### config.mk
export PLATFORM = sky130hd
export DESIGN_NAME = wb_stage
export DESIGN_NICKNAME = d
export VERILOG_FILES = /design/src/rtl/wb_stage.sv
export SDC_FILE = /design/constraint.sdc
export NUM_CORES = 1
export LEC_CHECK = 0
export BUFFER_PORTS_ARGS = -buffer_cell sky130_fd_sc_hd__buf_2
export CAP_MARGIN = 20
export CORE_MARGIN = 8
export CORE_UTILIZATION = 32
export DETAILED_ROUTE_END_ITERATION = 8
export GPL_TIMING_DRIVEN = 0
export HOLD_SLACK_MARGIN = 0.05
export SETUP_SLACK_MARGIN = 0.05
export SLEW_MARGIN = 20
export SYNTH_ARGS = -nofsm -noshare
export SYNTH_HDL_FRONTEND = slang
export SYNTH_SLANG_ARGS = --single-unit
export TNS_END_PERCENT = 5
### constraint.sdc
create_clock -name clk -period 27 [get_ports clk]
set_clock_uncertainty 0.2 [all_clocks]
set_input_delay 5.4 -clock clk [delete_from_list [all_inputs] [get_ports clk]]
set_output_delay 5.4 -clock clk [all_outputs]
set_load 0.05 [all_outputs]
### src/rtl/wb_stage.sv
// Writeback stage: aligns load data, drives the register-file write port, and keeps
// the retire counters, a one-cycle decode bypass entry and a sticky misaligned-load trap.
package wb_stage_pkg;
  typedef struct packed {
    logic       load_regfile;
    logic [1:0] regfilemux_sel;
    logic [2:0] load_type;
  } ctrl_t;

  typedef struct packed {
    logic        valid;
    logic [31:0] pc;
    logic [31:0] alu;
    logic [31:0] br;
    logic [4:0]  rd;
    ctrl_t       ctrl;
  } stage_regs;

  localparam logic [2:0] LT_LB  = 3'b000;
  localparam logic [2:0] LT_LH  = 3'b001;
  localparam logic [2:0] LT_LW  = 3'b010;
  localparam logic [2:0] LT_LBU = 3'b100;
  localparam logic [2:0] LT_LHU = 3'b101;

  localparam logic [1:0] SEL_ALU  = 2'd0;
  localparam logic [1:0] SEL_BR   = 2'd1;
  localparam logic [1:0] SEL_PC4  = 2'd2;
  localparam logic [1:0] SEL_LOAD = 2'd3;
endpackage

module wb_stage
  import wb_stage_pkg::*;
#(
  parameter int CNT_W = 64
) (
  input  logic             clk,
  input  logic             reset,
  input  stage_regs        regs_in,
  input  logic [31:0]      dcache_out,
  input  logic             advance,
  output logic             rf_we,
  output logic [4:0]       rf_rd,
  output logic [31:0]      rf_wdata,
  output logic             byp_valid,
  output logic [4:0]       byp_rd,
  output logic [31:0]      byp_data,
  output logic [CNT_W-1:0] cycle_cnt,
  output logic [CNT_W-1:0] instret_cnt,
  output logic             trap,
  output logic [31:0]      trap_pc
);

  logic [1:0]  off;
  logic [7:0]  byte_v;
  logic [15:0] half_v;
  logic [31:0] load_data;
  logic        misaligned;
  logic        retire;

  // NOTE: every signal written in always_comb gets a default first so no latch is inferred.
  always_comb begin
    off    = regs_in.alu[1:0];
    byte_v = dcache_out[7:0];
    case (off)
      2'd1:    byte_v = dcache_out[15:8];
      2'd2:    byte_v = dcache_out[23:16];
      2'd3:    byte_v = dcache_out[31:24];
      default: byte_v = dcache_out[7:0];
    endcase
    half_v = off[1] ? dcache_out[31:16] : dcache_out[15:0];

    load_data  = dcache_out;
    misaligned = 1'b0;
    case (regs_in.ctrl.load_type)
      LT_LB:  load_data = {{24{byte_v[7]}}, byte_v};
      LT_LBU: load_data = {24'd0, byte_v};
      LT_LH: begin
        load_data  = {{16{half_v[15]}}, half_v};
        misaligned = off[0];
      end
      LT_LHU: begin
        load_data  = {16'd0, half_v};
        misaligned = off[0];
      end
      LT_LW: misaligned = (off != 2'd0);
      default: misaligned = 1'b1;
    endcase
    // Only loads can trap; other mux selections never touch the cache word.
    if (regs_in.ctrl.regfilemux_sel != SEL_LOAD) misaligned = 1'b0;

    rf_wdata = regs_in.alu;
    case (regs_in.ctrl.regfilemux_sel)
      SEL_BR:   rf_wdata = regs_in.br;
      SEL_PC4:  rf_wdata = regs_in.pc + 32'd4;
      SEL_LOAD: rf_wdata = load_data;
      default:  rf_wdata = regs_in.alu;
    endcase

    retire = advance & regs_in.valid;
    rf_rd  = regs_in.rd;
    rf_we  = ~reset & retire & regs_in.ctrl.load_regfile & (regs_in.rd != 5'd0) & ~misaligned;
  end

  // NOTE: sequential state uses non-blocking assignments so all registers see pre-edge values.
  always_ff @(posedge clk or posedge reset) begin
    if (reset) begin
      byp_valid   <= 1'b0;
      byp_rd      <= 5'd0;
      byp_data    <= 32'd0;
      cycle_cnt   <= '0;
      instret_cnt <= '0;
      trap        <= 1'b0;
      trap_pc     <= 32'd0;
    end else begin
      cycle_cnt <= cycle_cnt + 1'b1;
      if (retire) instret_cnt <= instret_cnt + 1'b1;

      // A bypass entry lives for exactly one advancing cycle; stalls hold it.
      if (rf_we) begin
        byp_valid <= 1'b1;
        byp_rd    <= rf_rd;
        byp_data  <= rf_wdata;
      end else if (advance) begin
        byp_valid <= 1'b0;
      end

      if (retire && misaligned && !trap) begin
        trap    <= 1'b1;
        trap_pc <= regs_in.pc;
      end
    end
  end

endmodule

==> reports/metrics.yaml <==
outcome:
  status: "finished, final reports clean"
critical_path:
  cp.arrival_ns: 8.09
  crit_required_ns: 21.40
  end_kind: "output pin"
  max_stage_delay_ns: 0.63
  crit_slowest_cell: "clkbuf_1"
  crit_type: "in -> out"
  crit_fanout: 10
  critPathMostFrequentCell: "clkbuf_1"
  worstPathCellList: "clkbuf_1 > clkbuf_1 > clkbuf_1 > o21ai_0 > a2bb2oi_1 > nor2_1 > buf_2"
  cp-start-kind: "input port"
yosys:
  synth-xor-area-share: 0.106
  yosysUniqueCellTypes: 72
  synth-simple-area-share: 0.216
  synthAdderAreaFrac: 0.00343
  synth_top_family_by_area: "simple AND/OR/NAND/NOR gates"
  ys_ff_latch: 199
  synth_largest_area_cell: "dfrtp_1"
  syn_avg_cell_area_um2: 9.77
  syn_inst: 1121
  synthMuxAreaShare: 0.0767
  synth_ff_type: "dfrtp_1"
  syn_area_um2: 11000
  synth_edf_count: 0
  synth_top_cell_area_share: 0.455
  yosys-top-cells-area: "dfrtp_1, mux2_2, xor2_1, xnor2_1, nand2_1"
  synth_warnings: 0
  synth_nets: 1267
  synth-compound-area-share: 0.104
  ys_seq_area_frac: 0.455
  postSynth.asyncResetShare: 1.00
clock_network:
  clock-root-buffer: "clkbuf_16"
  cts.clk_slew.worst_paths_ns: 0.08
  post_cts_buffers: 0
  clock_latency_ns: 0.45
  hold_buffers: 0
  clockBufferDepth: 2
  cts_resized: 0
  cts_sinks: 199
  cts_tree: "built"
  cts_buffers: 17
  cts.htree.levels: 4
sta:
  rsz0062_at_grt: "no"
  timing.fmax_mhz: 73.0
  worst_slack_ns: 13.31
  period_share: 0.507
  hold_viol_final: 0
  tns_ns: 0
  tightest_slew_ns: 0.925
  slew_headroom: 0.383
  finalSetupViolCount: 0
  period_needed_ns: 13.69
  final_max_slew_viol_count: 0
routing:
  initialDrtViolationCount: 743
  ant_nets: 0
  drt_wl_total_mm: 43.3
  drcViolationCount: 0
  dr.pass1.iters: 5
  vias: 10555
  viasPerCell: 5.33
  routedWlPerCell_um: 21.9
floorplanning:
  die_w_um: 201
  ios: 380
  die_y_um: 201
  start_util: 0.326
  rows: 67
  coreArea_um2: 33600
  die_area_um2: 40400
power_and_ir_drop:
  total_leakage_power_nw: 6.95
  power_density_nw_per_um2: 65.0
  peakVddDrop_uv: 48.4
global_routing:
  grtUsageTotal: 0.211
  grt_pass1_wl_mm: 66.5
  antenna_found_initial: 8
  grt_overflow_total: 0
  grt_start_max_net_pins: 84
  grt_pass1_vias: 10605
place:
  gp_congestion: 0.968
  portBuffers: 375
  dp.cells: 1946
  post-place-ws_ns: 13.47
  hpwl_mm: 34.6
cells_and_area:
  synthToLayoutAreaGrowth_pct: 28.3
  fin_cells: 1981
  final_common_cell: "buf_2"
  final_cell_mix: "buf_2, dfrtp_1, nand2_1"
  drive_gt1_frac: 0.334
  finalNetCount: 1663
min_path:
  min_path_type: "reg -> reg"
flow_run:
  maxCapViolations: 0
-- worst paths after layout --
path | to | slack, ns | cells past startpoint | startpoint
setup / recovery | rf_wdata[11] | 13.31 | 7 | regs_in[4]
hold / removal | cycle_cnt[63]$_DFF_PP0_ | 0.27 | 1 | cycle_cnt[63]$_DFF_PP0_
setup reg to reg | cycle_cnt[49]$_DFF_PP0_ | 24.19 | 6 | cycle_cnt[20]$_DFF_PP0_
hold reg to reg | cycle_cnt[63]$_DFF_PP0_ | 0.27 | 1 | cycle_cnt[63]$_DFF_PP0_
max in group asynchronous | trap_pc[3]$_DFFE_PP0P_ | 21.16 | 3 | reset
min in group asynchronous | cycle_cnt[63]$_DFF_PP0_ | 4.72 | 2 | reset
-- worst max-delay path, delay by kind of cell --
family	cells	cell delay [ns]
buf+inv	4	1.75
compound gates	2	0.85
simple gates	1	0.08
-- sequential cells by signal (all words and copies together) (netlist names) --
signal       flops
byp_valid        1
trap_pc         32
byp_rd           5
trap             1
instret_cnt     64
byp_data        32
cycle_cnt       64
-- cell families (layout without fill, tap and decap cells) --
family / after synthesis / count (layout)
DFF: 199 / 199
xor gates and xnor gates: 133 / 133
AOI/OAI and AO/OA: 166 / 166
muxes: 73 / 73
and+or+nand+nor: 448 / 448
adders and majority gates: 3 / 3
other: 0 / 3
buffers and inverters: 99 / 508
-- metal layers --
| metal | GRT usage | part of all wire | vias to the layer above |
|---|---|---|---|
| met1 | 0.276 | 0.43 | 5181 |
| li1 | - | - | 4834 |
| met4 | 0.0696 | 0.027 | 8 |
| met2 | 0.329 | 0.46 | 461 |
| met5 | 0 | 0.0011 | - |
| met3 | 0.0600 | 0.081 | 71 |
-- power breakdown --
| part | internal (mW) | total [mW] | switching [mW] |
|---|---|---|---|
| logic | 0.0731 | 0.298 | 0.225 |
| registers | 0.331 | 0.352 | 0.0206 |
| clock network | 0.131 | 0.264 | 0.132 |
| total | 0.536 | 0.913 | 0.377 |
-- synth_stat cells, types with 21 or more instances --
cell / n
dfrtp_1: 199
nand2_1: 101
nor2_1: 86
xor2_1: 71
xnor2_1: 62
mux2_2: 57
nand3_1: 56
nor3_1: 51
inv_1: 43
nand4_1: 38
a21oi_1: 36
clkbuf_1: 33
o21ai_0: 23
nor4_1: 21
-- through the flow --
step | instance area (µm²) | utilization | total power [mW] | hold WS (ns)
6_report | 14100 | 0.418 | 0.913 | 0.265
5_1_grt | 14000 | 0.418 | 0.954 | 0.285
4_1_cts | 14000 | 0.418 | 0.924 | 0.270
3_5_place_dp | 13500 | 0.400 | 0.657 | 0.258
3_3_place_gp | 13400 | 0.398 | 0.654 | 0.251
2_1_floorplan | 11000 | - | 0.562 | 0.518
-- area by class of cell --
| type | instances | area, µm² |
|---|---|---|
| fillers | 3307 | 19600 |
| multi-input cells | 823 | 5550 |
| flip-flops and latches | 199 | 4980 |
| repair buffers | 377 | 1930 |
| well taps | 448 | 561 |
| clock buffers | 17 | 425 |
| plain buffers | 54 | 253 |
| inverters | 45 | 176 |
| clock inverters | 15 | 163 |
| diodes | 3 | 7.51 |
Power figures use the tool's default switching activity.
